--- src/rtl/if_id_pkg.sv ---
`timescale 1ns/1ps
`default_nettype none
// ============================================================================
// Module      : if_id_pkg
// Description : Shared definitions for the IF/ID pipeline stage: default
//               widths, the NOP encoding, the pipeline entry record and the
//               occupancy encoding.
// Revision    : 1.0 - initial release
// ============================================================================
package if_id_pkg;

    localparam int c_INSTR_W_DEF = 32;
    localparam int c_PC_W_DEF    = 32;

    // addi x0, x0, 0 - the canonical RISC-V bubble
    localparam logic [c_INSTR_W_DEF-1:0] c_NOP_INSTR = 32'h0000_0013;

    // One pipeline entry at the default widths
    typedef struct packed {
        logic [c_PC_W_DEF-1:0]    pc;
        logic [c_INSTR_W_DEF-1:0] instr;
    } entry_t;

    // Occupancy encoding: number of valid entries held
    localparam logic [1:0] c_OCC_EMPTY = 2'd0;
    localparam logic [1:0] c_OCC_ONE   = 2'd1;
    localparam logic [1:0] c_OCC_FULL  = 2'd2;

    function automatic logic [1:0] occ_count(input logic main_valid, input logic skid_valid);
        logic [1:0] occ;
        occ = c_OCC_EMPTY;
        if (main_valid && skid_valid) begin
            occ = c_OCC_FULL;
        end else if (main_valid || skid_valid) begin
            occ = c_OCC_ONE;
        end
        return occ;
    endfunction

endpackage
`default_nettype wire

--- src/rtl/if_id_stage_sat_counter.sv ---
`timescale 1ns/1ps
`default_nettype none
// ============================================================================
// Module      : sat_counter
// Description : Event counter that sticks at its maximum value instead of
//               wrapping. Updates on the falling clock edge.
// Ports       : clk   - clock (falling edge active)
//               rst_n - asynchronous active-low reset, clears the count
//               inc   - count one event this cycle
//               count - current count value
// Revision    : 1.0 - initial release
// ============================================================================
module sat_counter #(
    parameter int CNT_W = 16
) (
    input  logic             clk,
    input  logic             rst_n,
    input  logic             inc,
    output logic [CNT_W-1:0] count
);

    localparam logic [CNT_W-1:0] c_MAX = {CNT_W{1'b1}};

    logic [CNT_W-1:0] r_count;

    always_ff @(negedge clk or negedge rst_n) begin
        if (!rst_n) begin
            r_count <= '0;
        end else if (inc && (r_count != c_MAX)) begin
            r_count <= r_count + 1'b1;
        end
    end

    assign count = r_count;

endmodule
`default_nettype wire

--- src/rtl/if_id_stage.sv ---
`timescale 1ns/1ps
`default_nettype none
// ============================================================================
// Module      : if_id_stage
// Description : IF/ID pipeline stage with valid/ready handshake, a two-entry
//               (main + skid) buffer, hold, flush-to-NOP and saturating
//               stall / flush performance counters. State changes on the
//               falling clock edge.
// Ports       : clk, rst_n                 - clock (negedge), async low reset
//               in_valid/in_ready          - fetch-side handshake
//               in_instr/in_pc             - fetched instruction and its PC
//               hold                       - freeze all entries
//               flush                      - squash all entries
//               out_valid/out_ready        - decode-side handshake
//               out_instr/out_pc           - instruction to decode (NOP/0 if empty)
//               occupancy                  - valid entries held (0..2)
//               stall_cnt/flush_cnt        - saturating event counters
// Revision    : 1.0 - initial release
// ============================================================================
module if_id_stage
    import if_id_pkg::*;
#(
    parameter int                 INSTR_W   = c_INSTR_W_DEF,
    parameter int                 PC_W      = c_PC_W_DEF,
    parameter logic [INSTR_W-1:0] NOP_INSTR = c_NOP_INSTR,
    parameter int                 CNT_W     = 16
) (
    input  logic               clk,
    input  logic               rst_n,
    input  logic               in_valid,
    output logic               in_ready,
    input  logic [INSTR_W-1:0] in_instr,
    input  logic [PC_W-1:0]    in_pc,
    input  logic               hold,
    input  logic               flush,
    output logic               out_valid,
    input  logic               out_ready,
    output logic [INSTR_W-1:0] out_instr,
    output logic [PC_W-1:0]    out_pc,
    output logic [1:0]         occupancy,
    output logic [CNT_W-1:0]   stall_cnt,
    output logic [CNT_W-1:0]   flush_cnt
);

    // Entry record at the instance widths
    typedef struct packed {
        logic [PC_W-1:0]    pc;
        logic [INSTR_W-1:0] instr;
    } stage_entry_t;

    logic         r_m_valid;
    logic         r_s_valid;
    stage_entry_t r_main;
    stage_entry_t r_skid;

    logic w_in_ready;
    logic w_out_valid;
    logic w_in_fire;
    logic w_out_fire;
    logic w_stall_inc;
    logic w_flush_inc;
    logic [1:0] w_occupancy;

    // rst_n gates in_ready so fetch never sees acceptance while in reset
    assign w_in_ready  = rst_n && !r_s_valid && !hold && !flush;
    assign w_out_valid = r_m_valid && !flush;
    assign w_in_fire   = in_valid && w_in_ready;
    assign w_out_fire  = w_out_valid && out_ready && !hold;
    assign w_occupancy = occ_count(r_m_valid, r_s_valid);

    // Hold only counts when not overridden by flush; out_valid is already
    // forced low by flush, so the backpressure term needs no extra gating.
    assign w_stall_inc = (hold && !flush) || (w_out_valid && !out_ready);
    assign w_flush_inc = flush && (w_occupancy != c_OCC_EMPTY);

    always_ff @(negedge clk or negedge rst_n) begin
        if (!rst_n) begin
            r_m_valid <= 1'b0;
            r_s_valid <= 1'b0;
            r_main    <= '0;
            r_skid    <= '0;
        end else if (flush) begin
            r_m_valid <= 1'b0;
            r_s_valid <= 1'b0;
        end else if (!hold) begin
            if (!r_s_valid) begin
                if (w_in_fire && (!r_m_valid || w_out_fire)) begin
                    r_main    <= '{pc: in_pc, instr: in_instr};
                    r_m_valid <= 1'b1;
                end else if (w_in_fire) begin
                    // Decode is stalled: park the new instruction in the skid
                    r_skid    <= '{pc: in_pc, instr: in_instr};
                    r_s_valid <= 1'b1;
                end else if (w_out_fire) begin
                    r_m_valid <= 1'b0;
                end
            end else if (w_out_fire) begin
                // in_ready is low while the skid is full, so no new input here
                r_main    <= r_skid;
                r_s_valid <= 1'b0;
            end
        end
    end

    assign in_ready  = w_in_ready;
    assign out_valid = w_out_valid;
    assign out_instr = r_m_valid ? r_main.instr : NOP_INSTR;
    assign out_pc    = r_m_valid ? r_main.pc : '0;
    assign occupancy = w_occupancy;

    sat_counter #(.CNT_W(CNT_W)) u_stall_cnt (
        .clk   (clk),
        .rst_n (rst_n),
        .inc   (w_stall_inc),
        .count (stall_cnt)
    );

    sat_counter #(.CNT_W(CNT_W)) u_flush_cnt (
        .clk   (clk),
        .rst_n (rst_n),
        .inc   (w_flush_inc),
        .count (flush_cnt)
    );

endmodule
`default_nettype wire

--- config.mk ---
export PLATFORM = sky130hd
export DESIGN_NAME = if_id_stage
export DESIGN_NICKNAME = d
export VERILOG_FILES = /design/src/rtl/if_id_pkg.sv /design/src/rtl/if_id_stage_sat_counter.sv /design/src/rtl/if_id_stage.sv
export SDC_FILE = /design/constraint.sdc
export NUM_CORES = 1
export LEC_CHECK = 0
export CAP_MARGIN = 5
export CORE_ASPECT_RATIO = 1.5
export CORE_MARGIN = 2
export CORE_UTILIZATION = 45
export CTS_BUF_LIST = sky130_fd_sc_hd__clkbuf_4 sky130_fd_sc_hd__clkbuf_8 sky130_fd_sc_hd__clkbuf_16
export DETAILED_ROUTE_END_ITERATION = 6
export PLACE_DENSITY = 0.71
export SYNTH_ARGS = -nofsm -noshare
export SYNTH_HDL_FRONTEND = slang
export SYNTH_HIERARCHICAL = 1
export SYNTH_SLANG_ARGS = --single-unit
export TNS_END_PERCENT = 30
--- constraint.sdc ---
create_clock -name clk -period 6.6 [get_ports clk]
set_input_delay 1.98 -clock clk [delete_from_list [all_inputs] [get_ports clk]]
set_output_delay 1.98 -clock clk [all_outputs]
set_load 0.1 [all_outputs]
### Word level (Yosys, flattened, before mapping)

Cells that the tools add are included.

* equality and inequality tests: 6
* mux-type cells: 19
* add/sub/neg operators: 2
* reductions and logical operators: 28
* bitwise gates (word level): 4

Operator list (count)
* $mux 64: 3
* $mux 32: 2
* $add 16x1->16 const B: 2
* $ne 16x16->1 const B: 2
* $logic_and 1x1->1: 14
* $mux 1: 13
* $reduce_and 4->1: 2
* $logic_not 1->1: 5
* $reduce_and 5->1: 1
* $ne 2x1->1 const B: 2
* $not 1->1: 4
* $reduce_bool 2->1: 2
* $logic_or 1x1->1: 3
* $ne 3x2->1 const B: 1
* $reduce_bool 3->1: 1
* $mux 2: 1
* $ne 2x2->1 const B: 1

* flip-flop bits (word level): 162
* input port bits: 70

### Logic depth before layout (Yosys ltp)

Gate-level depths: netlist of the first run.

* depth after elaboration: 10
* gate-level depth with buffers: 9
* depth with buffers taken out: 7

### By module

The synthesis of the first run kept the hierarchy.

Modules (own cells, without submodules)
* if_id_stage: cells an instance 434, times used 1, area an instance 6676.4 µm²
* sat_counter (u_stall_cnt): cells an instance 77, times used 1, area an instance 884.6 µm²
* sat_counter (u_flush_cnt): cells an instance 72, times used 1, area an instance 859.6 µm²

==> results_dict.tcl, run 1 <==
set metrics [dict create \
    run_status "complete, but fails checks" \
    failed_checks "negative setup slack" \
    setup.worst_path.start "r_m_valid$_DFFE_NN0P_" \
    clk_transition_reported_paths_ps 50 \
    drt_pass1_iterations 4 \
    antenna_cell_count 0 \
    finalSetupViolCount 150 \
    first_global_vias 6098 \
    cts-htree-levels 4 \
    endpoint_type_of_the_worst_setup_path "output pin" \
    crit_slowest_cell "sky130_fd_sc_hd__dfrtn_1" \
    synthesized_area_divided_by_synthesized_cell_count_um2 14.4 \
    power_report.internal_total_uw 2200 \
    drc_errors 0 \
    cts_inserted_buffers 17 \
    worstPathMaxFanout 3 \
    globalRoute.totalOverflow 0 \
    mappedNetlistNets 657 \
    crit_required_ps 4620 \
    power_per_cell_area_mw_per_mm2 264 \
    sequentialPowerShare_pct 40.6 \
    worst_skew_pair.late_latency_ps 400 \
    route.detailed.vias_per_inst 5.21 \
    drive_gt1_share_pct 55.9 \
    fill_cells 1289 \
    coreArea_mm2 0.0185 \
    place.gp.congestion 0.943 \
    r2r-start "r_s_valid$_DFFE_NN0N_" \
    async_reset_ff_share_pct 100 \
    grt_first_pass_wirelength_mm 33.3 \
    dpl.hpwl_mm 13.8 \
    start_util_pct 45.6 \
    drc_marker_count_from_the_first_detailed_route_iteration 261 \
    cts-root-buf "sky130_fd_sc_hd__clkbuf_16" \
    drt-total-wl_mm 20.6 \
    vdd_ir_drop_max_uv 427 \
    hold_start "r_main[17]$_DFFE_NN0P_" \
    clock_sinks 162 \
    synth-warning-count 6 \
    fin_ws_ps -222 \
    finalMaxSlewViolations 0 \
    p_comb_share_pct 29.7 \
    sw_frac_of_total_pct 33.5 \
    areaGrowthSynthToFinish_pct 48.8 \
    post-place-ws_ps -684 \
    yosys.cell_types.count 49 \
    most_common_library_cell_in_the_layout_ignoring_fill_and_taps "sky130_fd_sc_hd__dfrtn_1" \
    drtAntennaViolNets 0 \
    grt_util_all_layers_pct 21.6 \
    num_vias 5530 \
    total_number_of_nets_in_the_final_design 870 \
    p_sw_uw 1110 \
    grt_start_max_net_pins 73 \
    crit_type "flip-flop to output pin" \
    max_clock_skew_ps 7.46 \
    placement_rows 61 \
    worst-path-buf-inv 4 \
    number_of_synthesized_flops_with_an_enable_pin 0 \
    synth.top_cells.by_area "sky130_fd_sc_hd__dfrtn_1 48%, sky130_fd_sc_hd__mux2_4 22%, sky130_fd_sc_hd__mux2_2 7.8%" \
    crit_path_cell_trace "buf_4 -> buf_4 -> inv_2 -> ha_4 -> buf_12" \
    rsz0062_at_grt "true" \
    start_kind "flip-flop" \
    finalHoldViolations 0 \
    die_h_um 172 \
    clock_tree_from_tritoncts "built" \
    max_capacitance_violation_count 0 \
    yosysTopAreaCell "sky130_fd_sc_hd__dfrtn_1" \
    antenna_violations_before_repair 0 \
    die_area_mm2 0.0198 \
    worst-endpoint-arrival_ps 4840 \
    tightestPinTransition_ps 937 \
    syn-instance-count 583 \
    worst_slew_margin_rel_pct 37.5 \
    dpl_cell_area_mm2 0.0116 \
    synthesis.area_mm2 0.00842 \
    critPathMaxStageDelay_ps 400 \
    synth-seq-area-share_pct 48.1 \
    port-buffer-count 169 \
    clock_network_power_share_pct 29.7 \
    synthDominantCellAreaShare_pct 48.1 \
    path_common_cell "sky130_fd_sc_hd__buf_4" \
    cts-root-to-sink-buffers 2 \
    worst_path_dominant_cell_family "buffers and inverters" \
    pin_count 170 \
    final_cell_area_mm2 0.0125 \
    die_w_um 116 \
    synth_ff_type "sky130_fd_sc_hd__dfrtn_1" \
    layout_common_cells "162 x sky130_fd_sc_hd__dfrtn_1, 122 x sky130_fd_sc_hd__mux2_4, 108 x sky130_fd_sc_hd__buf_12" \
    synth-seq-cells 162 \
    power.leakage_uw 0.00574 \
    wl_per_cell_um 19.4 \
    holdCritPathClass "flip-flop to flip-flop" \
]
==> cell type report <==
class	instances	area (um^2)	area share, %
clock inverter	15	159	1.27
sequential	162	4050	32.4
multi-input combinational	388	4270	34.1
clock buffer	17	425	3.40
inverter	4	15.0	0.120
tap	252	315	2.52
timing repair buffer	223	3290	26.3
==> through the flow <==
step                      std cells  total power (uW)  hold WS, ps  utilization, %  TNS [ps]
final                          1061              3310          438            67.8    -13070
after global routing           1061              3430          458            67.8    -22200
after CTS                      1058              3330          439            67.6    -13300
after detailed placement       1017              2300          431            62.8    -96080
after global placement         1017              2280          428            62.8    -83960
after floorplan                 583              1930          410               -   -141700
==> timing repair <==
item                                    4_1_cts  5_1_grt
resized for setup                            65        8
cloned                                        4        0
endpoints found under the setup margin      214      140
setup buffers                                 5        3
pin swaps                                     5        6
hold buffers                                  0        0
==> cell usage after synthesis, types with 4 or more instances <==
cell and count:
sky130_fd_sc_hd__ha_1 4, sky130_fd_sc_hd__nand3_1 11, sky130_fd_sc_hd__nand2_1 7, sky130_fd_sc_hd__a31oi_1 6, sky130_fd_sc_hd__buf_6 8, sky130_fd_sc_hd__and3_1 4
sky130_fd_sc_hd__xnor2_1 10, sky130_fd_sc_hd__nor2_1 11, sky130_fd_sc_hd__dfrtn_1 162, sky130_fd_sc_hd__xor2_1 4, sky130_fd_sc_hd__mux2_1 15, sky130_fd_sc_hd__clkbuf_1 14
sky130_fd_sc_hd__o21a_1 8, sky130_fd_sc_hd__mux2_4 122, sky130_fd_sc_hd__and2_1 61, sky130_fd_sc_hd__buf_12 6, sky130_fd_sc_hd__nand2b_1 5, sky130_fd_sc_hd__nand4_1 17
sky130_fd_sc_hd__mux2_2 58, sky130_fd_sc_hd__a21oi_1 7
==> worst register-to-register path: stages (launching register included) <==
cell                        delay [ps]
sky130_fd_sc_hd__dfrtn_1           560
sky130_fd_sc_hd__buf_4             550
sky130_fd_sc_hd__a32o_4            460
sky130_fd_sc_hd__bufbuf_16         340
sky130_fd_sc_hd__mux2_4            300
==> layer usage <==
metal | global-route usage (%) | share of wire, % | wire length [um] | up-vias
li1 | - | - | - | 2525
met1 | 26.7 | 40 | 8270 | 2844
met2 | 38.2 | 54 | 11200 | 142
met3 | 3.98 | 3.8 | 787 | 19
met4 | 6.57 | 1.9 | 384 | 0
met5 | 0 | 0 | 0 | -
==> registers in the layout (all words and copies together) (netlist names) <==
name,cells
r_skid,64
r_main,64
r_s_valid,1
u_stall_cnt/count,16
r_m_valid,1
u_flush_cnt/count,16
==> cell families after synthesis <==
kind of cell	synth area share, %
buf+inv	3.36
xor+xnor	1.46
fa+ha+maj	0.594
flops	48.1
mux	31.5
simple gates	11.8
compound gates	3.11
==> power by group through the flow <==
stage | clock [uW] | sequential [uW] | combinational, uW
after CTS | 1000 | 1340 | 986
after global placement | 0 | 1340 | 941
final | 983 | 1340 | 981
after detailed placement | 0 | 1340 | 959
after floorplan | 0 | 1480 | 448
after global routing | 1040 | 1360 | 1020
==> worst paths after layout <==
| check | cells after the start | slack, ps | endpoint |
|---|---|---|---|
| min in group asynchronous | 2 | 4790 | u_stall_cnt/count[9]$_DFFE_NN0P_ |
| min reg2reg | 1 | 440 | r_main[17]$_DFFE_NN0P_ |
| max | 5 | -220 | occupancy[0] |
| max reg2reg | 4 | 4250 | r_main[54]$_DFFE_NN0P_ |
| max in group asynchronous | 3 | 500 | r_skid[23]$_DFFE_NN0P_ |
| min | 1 | 440 | r_main[17]$_DFFE_NN0P_ |
Power figures use the tool's default switching activity.
==> inputs of run 2 (changes only) <==
--- a/config.mk
+++ b/config.mk
@@ -12,6 +12,8 @@
 export CTS_BUF_LIST = sky130_fd_sc_hd__clkbuf_4 sky130_fd_sc_hd__clkbuf_8 sky130_fd_sc_hd__clkbuf_16
 export DETAILED_ROUTE_END_ITERATION = 6
 export PLACE_DENSITY = 0.71
+export REMOVE_ABC_BUFFERS = 1
+export SKIP_LAST_GASP = 1
 export SYNTH_ARGS = -nofsm -noshare
 export SYNTH_HDL_FRONTEND = slang
 export SYNTH_HIERARCHICAL = 1
==> results_dict.tcl, run 2 (synthesized netlist as in run 1, its figures left out) <==
set metrics [dict create \
    max_capacitance_violation_count 0 \
    place.gp.congestion 0.848 \
    layout_common_cells "162 x sky130_fd_sc_hd__dfrtn_1, 122 x sky130_fd_sc_hd__mux2_4, 108 x sky130_fd_sc_hd__buf_12" \
    drt_pass1_iterations 4 \
    clock_tree_from_tritoncts "built" \
    placement_rows 61 \
    cts-htree-levels 4 \
    drtAntennaViolNets 0 \
    worst-endpoint-arrival_ps 4850 \
    clk_transition_reported_paths_ps 50 \
    globalRoute.totalOverflow 0 \
    fin_ws_ps -227 \
    antenna_violations_before_repair 2 \
    crit_type "flip-flop to output pin" \
    finalSetupViolCount 185 \
    seqCellArea_mm2 0.00405 \
    worst_skew_pair.late_latency_ps 400 \
    wl_per_cell_um 21.0 \
    start_kind "flip-flop" \
    grt_first_pass_wirelength_mm 34.6 \
    tightestPinTransition_ps 850 \
    multiInputGateArea_mm2 0.00431 \
    cts-root-buf "sky130_fd_sc_hd__clkbuf_16" \
    drc_marker_count_from_the_first_detailed_route_iteration 266 \
    areaGrowthSynthToFinish_pct 50.9 \
    fill_cells 1301 \
    cts_inserted_buffers 17 \
    first_global_vias 6274 \
    grt_util_all_layers_pct 22.9 \
    drc_errors 0 \
    worst_slew_margin_rel_pct 43.3 \
    layout_top_registers "r_main: 64 flops, r_skid: 64 flops" \
    run_status "complete, but fails checks" \
    num_vias 5554 \
    most_common_library_cell_in_the_layout_ignoring_fill_and_taps "sky130_fd_sc_hd__dfrtn_1" \
    pin_count 170 \
    vdd_ir_drop_max_uv 309 \
    final_core_util_pct 68.8 \
    power.leakage_uw 0.00581 \
    crit_path_cell_trace "buf_8 -> clkbuf_16 -> and2_4 -> buf_12" \
    endpoint_type_of_the_worst_setup_path "output pin" \
    dp.cells 1006 \
    die_h_um 172 \
    route.detailed.vias_per_inst 5.22 \
    holdCritPathClass "flip-flop to flip-flop" \
    rsz0062_at_grt "true" \
    coreArea_mm2 0.0185 \
    crit_slowest_cell "sky130_fd_sc_hd__dfrtn_1" \
    die_area_mm2 0.0198 \
    worstPathMaxFanout 10 \
    dpl.hpwl_mm 13.6 \
    critPathMaxStageDelay_ps 440 \
    dpl_cell_area_mm2 0.0115 \
    cts-root-to-sink-buffers 2 \
    start_util_pct 45.6 \
    drt-total-wl_mm 22.4 \
    stdcell_count 1063 \
    cts_hold_buffers 0 \
    failed_checks "negative setup slack" \
    total_number_of_nets_in_the_final_design 870 \
    clock_sinks 162 \
    port-buffer-count 169 \
    grt_start_max_net_pins 162 \
    power_per_cell_area_mw_per_mm2 258 \
    finalHoldViolations 0 \
    crit_required_ps 4620 \
    max_clock_skew_ps 7.30 \
    total_power_uw 3280 \
    drive_gt1_share_pct 57.0 \
    final_cell_area_mm2 0.0127 \
    finalMaxSlewViolations 0 \
    die_w_um 116 \
]
-- run 2: cell types whose count changed in the layout (fill, tap and decap cells not counted), moves of 2 or more --
| cell | before | now |
|---|---|---|
| sky130_fd_sc_hd__buf_4 | 39 | 31 |
| sky130_fd_sc_hd__inv_8 | 3 | 0 |
| sky130_fd_sc_hd__clkinvlp_4 | 1 | 5 |
| sky130_fd_sc_hd__clkinv_2 | 0 | 4 |
| sky130_fd_sc_hd__bufbuf_16 | 1 | 4 |
| sky130_fd_sc_hd__buf_6 | 4 | 2 |
| sky130_fd_sc_hd__and2_1 | 9 | 0 |
| sky130_fd_sc_hd__diode_2 | 0 | 2 |
| sky130_fd_sc_hd__clkbuf_16 | 17 | 20 |
| sky130_fd_sc_hd__buf_16 | 3 | 5 |
| sky130_fd_sc_hd__and2_4 | 53 | 62 |
| sky130_fd_sc_hd__clkbuf_4 | 0 | 2 |
| sky130_fd_sc_hd__inv_6 | 8 | 1 |
-- run 2: report_power, final --
part / total, uW / switching, uW / leakage (uW) / internal (uW)
clock: 944 / 418 / 0.000262 / 526
combinational: 996 / 514 / 0.00346 / 482
sequential: 1340 / 158 / 0.00209 / 1180
total: 3280 / 1090 / 0.00581 / 2190
-- run 2: what timing repair did --
| action | CTS | global route |
|---|---|---|
| hold endpoints to repair | 0 | 0 |
| pin swaps | 5 | 2 |
| buffers inserted | 10 | 2 |
| gates resized for setup | 72 | 18 |
| endpoints found under the setup margin | 221 | 196 |
| gates cloned | 8 | 3 |
-- run 2: cell type report --
cell class	count	area share [%]
Multi-Input combinational cell	389	33.9
Sequential cell	162	31.9
Timing Repair Buffer	222	27.2
Clock buffer	19	3.47
Tap cell	252	2.48
Clock inverter	13	0.896
Inverter	4	0.118
Antenna cell	2	0.0394
-- run 2: worst paths after layout --
kind | start | end | slack (ps) | depth (start not counted)
worst max register to register | r_m_valid$_DFFE_NN0P_ | u_stall_cnt/count[15]$_DFFE_NN0P_ | 4160 | 11
max in group asynchronous | rst_n | r_skid[17]$_DFFE_NN0P_ | 890 | 3
worst min-delay path | r_skid[0]$_DFFE_NN0P_ | r_skid[0]$_DFFE_NN0P_ | 440 | 1
worst min register to register | r_skid[0]$_DFFE_NN0P_ | r_skid[0]$_DFFE_NN0P_ | 440 | 1
worst max-delay path | r_m_valid$_DFFE_NN0P_ | out_instr[28] | -230 | 4
min in group asynchronous | rst_n | r_skid[21]$_DFFE_NN0P_ | 4660 | 2
-- run 2: worst max-delay path, delay by kind of cell (launching register included) --
kind                   cells  cell delay, ps
DFF                        1             440
and+or+nand+nor            1             170
buffers and inverters      3             530
-- run 2: metrics by stage --
step	hold slack [ps]	TNS, ps	worst slack, ps
6_report	435	-22130	-227
2_1_floorplan	410	-363000	-2820
3_3_place_gp	424	-92540	-635
4_1_cts	438	-19080	-205
5_1_grt	456	-30310	-271
3_5_place_dp	433	-96950	-676
-- run 2: per-layer routing --
| layer | track usage [%] | part of all wire, % |
|---|---|---|
| met1 | 25.9 | 37 |
| met4 | 6.94 | 3.0 |
| met2 | 43.0 | 56 |
| met3 | 4.58 | 3.2 |
| met5 | 0 | 0 |
==> inputs of run 3 (changes only) <==
--- a/config.mk
+++ b/config.mk
@@ -11,7 +11,7 @@
 export CORE_UTILIZATION = 45
 export CTS_BUF_LIST = sky130_fd_sc_hd__clkbuf_4 sky130_fd_sc_hd__clkbuf_8 sky130_fd_sc_hd__clkbuf_16
 export DETAILED_ROUTE_END_ITERATION = 6
-export PLACE_DENSITY = 0.71
+export PLACE_DENSITY = 0.74
 export REMOVE_ABC_BUFFERS = 1
 export SKIP_LAST_GASP = 1
 export SYNTH_ARGS = -nofsm -noshare
==> constraint.sdc (replaced) <==
create_clock -name clk -period 5.6 [get_ports clk]
set_input_delay 1.68 -clock clk [delete_from_list [all_inputs] [get_ports clk]]
set_output_delay 1.68 -clock clk [all_outputs]
set_load 0.1 [all_outputs]
==> results_dict.tcl, run 3 (synthesized netlist as in run 1, its figures left out) <==
set metrics [dict create \
    drc_errors 0 \
    die_w_um 116 \
    dp.cells 1007 \
    power.leakage_uw 0.00590 \
    die_h_um 172 \
    worst_r2r_path_cells 6 \
    endpoint_type_of_the_worst_setup_path "output pin" \
    setup.worst_path.start "r_m_valid$_DFFE_NN0P_" \
    die_area_mm2 0.0198 \
    start_util_pct 45.6 \
    crit_type "flip-flop to output pin" \
    worst_skew_pair.late_latency_ps 400 \
    finalSetupViolCount 187 \
    failed_checks "negative setup slack" \
    cts-root-to-sink-buffers 2 \
    cts_hold_buffers 0 \
    pin_count 170 \
    layout_common_cells "162 x sky130_fd_sc_hd__dfrtn_1, 123 x sky130_fd_sc_hd__mux2_4, 103 x sky130_fd_sc_hd__buf_12" \
    drc_marker_count_from_the_first_detailed_route_iteration 236 \
    most_common_library_cell_in_the_layout_ignoring_fill_and_taps "sky130_fd_sc_hd__dfrtn_1" \
    place.gp.congestion 0.802 \
    cts-htree-levels 4 \
    rsz0062_at_grt "true" \
    total_number_of_nets_in_the_final_design 874 \
    drt-total-wl_mm 22.4 \
    drtAntennaViolNets 0 \
    grt_first_pass_wirelength_mm 34.5 \
    cts_inserted_buffers 17 \
    drt_pass1_iterations 4 \
    crit_required_ps 3920 \
    holdCritPathClass "flip-flop to flip-flop" \
    worst_slew_margin_rel_pct 37.5 \
    first_global_vias 6319 \
    grt_start_max_net_pins 69 \
    coreArea_mm2 0.0185 \
    power_per_cell_area_mw_per_mm2 302 \
    sw_frac_of_total_pct 32.5 \
    total_power_uw 3880 \
    finalHoldViolations 0 \
    start_kind "flip-flop" \
    clock_sinks 162 \
    worst-endpoint-arrival_ps 4340 \
    sequentialPowerShare_pct 40.5 \
    route.detailed.vias_per_inst 5.31 \
    fin_ws_ps -423 \
    num_vias 5654 \
    run_status "complete, but fails checks" \
    regToRegSetupSlack_ps 2920 \
    layout_top_registers "r_main: 64 flops, r_skid: 64 flops" \
    vdd_ir_drop_max_uv 230 \
    tightestPinTransition_ps 938 \
    wl_per_cell_um 21.0 \
    worstPathMaxFanout 16 \
    power_report.internal_total_uw 2620 \
    r2r-start "r_s_valid$_DFFE_NN0N_" \
    finalMaxSlewViolations 0 \
    cts-root-buf "sky130_fd_sc_hd__clkbuf_16" \
    areaGrowthSynthToFinish_pct 52.5 \
    port-buffer-count 169 \
    setup.worst_path.end "out_instr[19]" \
    clock_network_power_share_pct 28.0 \
    drive_gt1_share_pct 57.9 \
    p_sw_uw 1260 \
    grt_util_all_layers_pct 22.8 \
    globalRoute.totalOverflow 0 \
    rr_endpoint "r_main[16]$_DFFE_NN0P_" \
    clock_tree_from_tritoncts "built" \
    p_comb_share_pct 31.5 \
    clk_transition_reported_paths_ps 40 \
    dpl.hpwl_mm 13.7 \
    max_clock_skew_ps 8.49 \
    placement_rows 61 \
    stdcell_count 1065 \
    antenna_violations_before_repair 1 \
    max_capacitance_violation_count 0 \
]
==> run 3: cell count changes in the layout (fill, tap and decap cells not counted), moves of 2 or more <==
cell	previous run	this run
sky130_fd_sc_hd__clkinvlp_4	5	3
sky130_fd_sc_hd__clkbuf_8	0	2
sky130_fd_sc_hd__buf_6	2	8
sky130_fd_sc_hd__buf_12	108	103
sky130_fd_sc_hd__clkdlybuf4s15_2	2	0
sky130_fd_sc_hd__buf_4	31	34
sky130_fd_sc_hd__buf_16	5	9
==> run 3: layout make-up <==
cell class / count / area, um^2
diodes: 3 / 7.51
clock buffers: 20 / 460
clock inverters: 9 / 85.1
fillers: 1251 / 5630
inverters: 4 / 20.0
multi-input cells: 388 / 4360
flip-flops and latches: 162 / 4050
well taps: 252 / 315
repair buffers: 227 / 3540
==> run 3: critical path, stage by stage, from the launching register on <==
cell and delay [ps]:
sky130_fd_sc_hd__dfrtn_1 450, sky130_fd_sc_hd__buf_12 170, sky130_fd_sc_hd__buf_16 170, sky130_fd_sc_hd__and2_4 180, sky130_fd_sc_hd__buf_12 170
==> run 3: power groups by stage <==
stage / clock network, uW / logic [uW] / registers, uW
after floorplan: 0 / 519 / 1740
after global placement: 0 / 1130 / 1560
after detailed placement: 0 / 1160 / 1570
after CTS: 1110 / 1200 / 1560
after global routing: 1160 / 1270 / 1590
final: 1090 / 1220 / 1570
==> run 3: worst min-delay path by stage <==
| stage | end | cells past startpoint | startpoint | slack, ps |
|---|---|---|---|---|
| final | r_skid[63]$_DFFE_NN0P_ | 1 | r_skid[63]$_DFFE_NN0P_ | 440 |
| after global routing | r_main[17]$_DFFE_NN0P_ | 1 | r_main[17]$_DFFE_NN0P_ | 460 |
| after floorplan | r_main[14]$_DFFE_NN0P_ | 1 | r_main[14]$_DFFE_NN0P_ | 410 |
| after global placement | r_main[15]$_DFFE_NN0P_ | 1 | r_main[15]$_DFFE_NN0P_ | 430 |
| after detailed placement | r_main[15]$_DFFE_NN0P_ | 1 | r_main[15]$_DFFE_NN0P_ | 440 |
| after CTS | r_skid[63]$_DFFE_NN0P_ | 1 | r_skid[63]$_DFFE_NN0P_ | 440 |
==> run 3: metrics by stage <==
step	area, um^2	TNS [ps]	hold slack, ps	utilization (%)	setup slack (ps)
global route	12800	-42460	464	69.5	-471
floorplan	8150	-404550	410	-	-3020
detailed placement	11500	-144240	437	62.2	-846
CTS	12600	-41790	442	68.1	-467
finish	12800	-33020	438	69.5	-423
global placement	11500	-131390	427	62.2	-811
==> run 3: layer usage <==
layer  vias to the layer above  global-route usage (%)  part of all wire, %
met1                      2928                    26.7                   38
met4                         0                    8.80                  2.5
met3                        37                    3.91                  3.1
li1                       2532                       -                    -
met2                       157                    41.2                   56
met5                         -                       0                    0
==> run 3: repair_timing <==
action,4_1_cts,5_1_grt
gates cloned,10,3
setup endpoints to repair,256,260
pin swaps,5,11
setup buffers,2,11
gates resized for setup,81,40
==> RTL edit 1: new RTL, config.mk and constraints of run 1 <==
Set the package constant `c_PC_W_DEF` to 48 (it was 32).
--- a/src/rtl/if_id_pkg.sv
+++ b/src/rtl/if_id_pkg.sv
@@ -10,7 +10,7 @@
 package if_id_pkg;
 
     localparam int c_INSTR_W_DEF = 32;
-    localparam int c_PC_W_DEF    = 32;
+    localparam int c_PC_W_DEF    = 48;
 
     // addi x0, x0, 0 - the canonical RISC-V bubble
     localparam logic [c_INSTR_W_DEF-1:0] c_NOP_INSTR = 32'h0000_0013;
Ports: changed (resized in_pc and out_pc); port bits go from 170 to 202. The function was not compared with the original's and may differ.
==> RTL edit 1 against run 1 <==
- the flow still finishes with violations (setup timing)
- utilization is 1.3 points lower
- total power increased by 15%
- register-to-register slack got worse by 0.28 ns
- count of clock-buffer cells in the layout increased by 4
- worst setup slack improved by 0.024 ns
- synthesized area rose by 20%
- die area increased by 20%
- final area is 18% higher
- first-iteration DRC count shrank 2.3%
- wire length up 14%
- sequential cell count rose by 32
- sequential share of layout area grew 0.48 points
- global-route usage shrank 1.3 points
- critical endpoint unchanged
- largest power group unchanged
- highest routed layer unchanged
==> RTL edit 1: results (changes against run 1) <==
Status
  • Status: complete, but fails checks
  • Violations in the final reports: setup timing

Pwr
  • Int Pwr: 2.62 mW (+19%)
  • Leak Pwr: 6.77 nW (+18%)
  • Worst ir drop on vdd: 0.281 mV (-34%)

STA
  • Worst setup margin: -0.198 ns (+0.0243 ns)
  • Final setup vio count: 128 (-15%)
  • Final worst clock skew: 0.00687 ns (-0.000591 ns)
  • Max-slew headroom: 31.2% (-6.4 points)

Place
  • Routability cong.: 0.840 (-11%)
  • Number of placed instances, taps included: 1,173 (+15%)
  • Setup slack at placement: -0.727 ns (-0.0438 ns)
  • Post-detail-place hpwl: 15.9 mm (+15%)

Logic synthesis
  • Complex-gate fraction of the synthesized area: 2.47% (-0.63 points)
  • Count of different cell masters after synthesis: 41 (-16%)
  • Proportion of synthesized area in mux cells: 33.3% (+1.7 points)

Setup path
  • Arrival time at the worst endpoint: 4.82 ns (-0.02 ns)
  • Largest incremental delay on the critical path: 0.42 ns (+0.02 ns)

Cells and area
  • Non-filler instance count after layout: 1,215 (+15%)
  • Filler cell count: 1,567 (+22%)
  • Final design utilization: 66.5% (-1.3 points)
  • Final Net Count: 1,016 (+17%)

Global routing
  • Met3 Resource Use GR: 4.45% (+0.47 points)
  • Global routing met1 resource utilization: 25.1% (-1.6 points)
  • Total global routing track utilization: 20.3% (-1.3 points)

Drt
  • Amount of wire on met3 after detailed routing: 861 um (+9.4%)
  • Wl on met1: 9.73 mm (+18%)
==> RTL edit 1: cell types whose count changed after synthesis, moves of 4 or more <==
cell / run 1 / this run
nor2_1: 11 / 15
and2_1: 61 / 77
dfrtn_1: 162 / 194
clkbuf_1: 14 / 18
mux2_4: 122 / 164
mux2_2: 58 / 80
mux2_1: 15 / 0
==> RTL edit 1: worst paths after layout <==
path,start,endpoint,slack (ns),cells after the start
min in group asynchronous,rst_n,u_stall_cnt/count[12],4.78,2
hold reg to reg,r_skid[25],r_skid[25],0.45,1
setup reg to reg,r_s_valid,r_main[28],3.97,4
setup / recovery,r_m_valid,occupancy[0],-0.20,4
hold / removal,r_skid[25],r_skid[25],0.45,1
max in group asynchronous,rst_n,r_main[42],0.64,3
==> RTL edit 1: kinds of logic (layout without fill, tap and decap cells) <==
group | after synthesis | in the layout
xor+xnor | 14 | 14
fa+ha+maj | 4 | 4
buf+inv | 42 | 288
other cells | 0 | 1
flops | 194 | 194
compound gates | 32 | 32
simple gates | 162 | 162
mux | 244 | 244
==> RTL edit 1: final cells by class <==
class                           count  share of cell area (%)
Tap cell                          276                    2.34
Timing Repair Buffer              253                    25.6
Inverter                            4                   0.102
Clock inverter                     10                   0.889
Antenna cell                        1                  0.0169
Sequential cell                   194                    32.8
Multi-Input combinational cell    456                    35.0
Clock buffer                       21                    3.21
==> RTL edit 1: power groups by stage <==
stage	Sequential, mW	Combinational (mW)	Clock [mW]
6_report	1.60	1.14	1.07
5_1_grt	1.62	1.19	1.14
3_3_place_gp	1.60	1.10	0
2_1_floorplan	1.73	0.558	0
3_5_place_dp	1.59	1.12	0
4_1_cts	1.59	1.15	1.10
==> RTL edit 1: worst max-delay path, delay by kind of cell, from the launching register on <==
kind	cells	cell delay, ns
buffers and inverters	3	0.42
DFF	1	0.42
adders and majority gates	1	0.27
==> RTL edit 2: new RTL, config.mk and constraints of run 1 <==
Made on the original files. Reset style: synchronous (`rst_n`), changed in 2 clocked blocks. Comments in the files are not updated.
--- a/src/rtl/if_id_stage_sat_counter.sv
+++ b/src/rtl/if_id_stage_sat_counter.sv
@@ -23,7 +23,7 @@
 
     logic [CNT_W-1:0] r_count;
 
-    always_ff @(negedge clk or negedge rst_n) begin
+    always_ff @(negedge clk) begin
         if (!rst_n) begin
             r_count <= '0;
         end else if (inc && (r_count != c_MAX)) begin
--- a/src/rtl/if_id_stage.sv
+++ b/src/rtl/if_id_stage.sv
@@ -73,7 +73,7 @@
     assign w_stall_inc = (hold && !flush) || (w_out_valid && !out_ready);
     assign w_flush_inc = flush && (w_occupancy != c_OCC_EMPTY);
 
-    always_ff @(negedge clk or negedge rst_n) begin
+    always_ff @(negedge clk) begin
         if (!rst_n) begin
             r_m_valid <= 1'b0;
             r_s_valid <= 1'b0;
Check against the original RTL: differs if rst_n is asserted again (counterexample within 4 cycles, from zero or initial values and one cycle with rst_n low); with rst_n held inactive, the same outputs for 4 cycles.
==> RTL edit 2 against run 1 <==
- the run still ends with setup timing left
- sequential cell count is the same
- synthesized area shrank 11%
- wire length grew 24%
- sequential share of layout area shrank 6.0 points
- first-iteration DRC count grew 95%
- worst setup slack gained 0.088 ns
- final area shrank 1.5%
- critical path type unchanged
- largest cell class unchanged
Power is not compared: it rests on default switching activity, and its combinational part moved more than twofold at a synthesized area within 25%.
==> RTL edit 2: results (changes against run 1) <==
STA
  • Worst hold slack after final layout: 0.462 ns (+0.0238 ns)
  • Final setup vio count: 67 (-55%)
  • Worst setup margin: -0.134 ns (+0.0884 ns)

Drt
  • Routed vias: 8,179 (+48%)
  • Detailed-router iteration count before antenna repair: 6 (+2)
  • DR WL/cell: 18.1 um (-6.9%)

Cells and area
  • Final Net Count: 1,270 (+46%)
  • Share of post-route cells with drive strength above 1: 28.5% (-27 points)

Setup path
  • Arrival time at the worst endpoint: 4.75 ns (-0.09 ns)
  • FF-to-FF Start: r_s_valid
  • R2r setup slk: 4.24 ns (about the same)
  • Crit path max fanout: 4 (+1)

Place
  • Setup slack at placement: -0.624 ns (+0.0597 ns)
  • Cell area after placement: 0.0107 sq mm (-7.4%)
  • Routability cong.: 0.908 (-3.8%)

Global routing
  • Number of global-route vias before repair: 8,411 (+38%)
  • Global-route wire length before repair: 39.9 mm (+20%)

Min path
  • Hold path startpoint: r_skid[50]

Status
  • Status: complete, but fails checks
  • Violations in the final reports: setup timing

Logic synthesis
  • Proportion of synthesized area in mux cells: 0% (-32 points)
  • Xor/xnor cell area share of the yosys netlist: 0.232% (-1.2 points)
  • Proportion of synthesized flip-flops having asynchronous set or reset: 0% (-100 points)
  • Largest cells by area after synthesis: dfxtp_1, o221a_2, a2bb2oi_1

Clock tree
  • Post-cts repair resize count: 60 (-7.7%)
  • Register clock-pin slew on the reported worst setup and hold paths: 0.03 ns (-0.02 ns)
## RTL edit 2: kinds of logic (layout without fill, tap and decap cells)
logic type,after synthesis,after routing
buf+inv,96,430
fa+ha+maj,4,4
flops,162,162
compound gates,253,253
simple gates,357,357
xor+xnor,2,2
## RTL edit 2: metrics by stage
| stage | std cells | util [%] |
|---|---|---|
| 3_5_place_dp | 1213 | 64.6 |
| 4_1_cts | 1416 | 73.9 |
| 3_3_place_gp | 1213 | 64.6 |
| 6_report | 1418 | 74.2 |
| 5_1_grt | 1418 | 74.2 |
| 2_1_floorplan | 874 | - |
## RTL edit 2: cell type report
class | instances | area share (%)
multi-input combinational | 616 | 33.5
tap | 210 | 2.13
inverter | 7 | 0.254
sequential | 162 | 26.3
clock inverter | 176 | 5.97
timing repair buffer | 230 | 28.3
clock buffer | 17 | 3.45
## RTL edit 2: worst max-delay path, stage by stage, from the launching register on
cell     delay, ns
dfxtp_4       0.38
buf_8         0.14
inv_6         0.05
ha_4          0.26
buf_12        0.16
## RTL edit 2: power by group
part | internal (mW) | leakage [nW] | switching (mW)
registers | 1.00 | 1.31 | 0.0116
logic | 0.105 | 2.87 | 0.115
clock network | 0.626 | 1.14 | 0.720
total | 1.73 | 5.32 | 0.846
## RTL edit 2: layer usage
layer | wire length [um] | track usage (%) | up-vias | part of all wire (%)
li1 | - | - | 3864 | -
met1 | 9790 | 30.3 | 3887 | 38
met2 | 13200 | 48.7 | 351 | 52
met3 | 1650 | 8.40 | 77 | 6.4
met4 | 957 | 15.5 | 0 | 3.7
met5 | 0 | 0 | - | 0
## RTL edit 2: worst paths after layout
check | cells after the start | end
max reg2reg | 6 | r_main[52]
min | 2 | r_skid[50]
max | 4 | occupancy[0]
min reg2reg | 2 | r_skid[50]
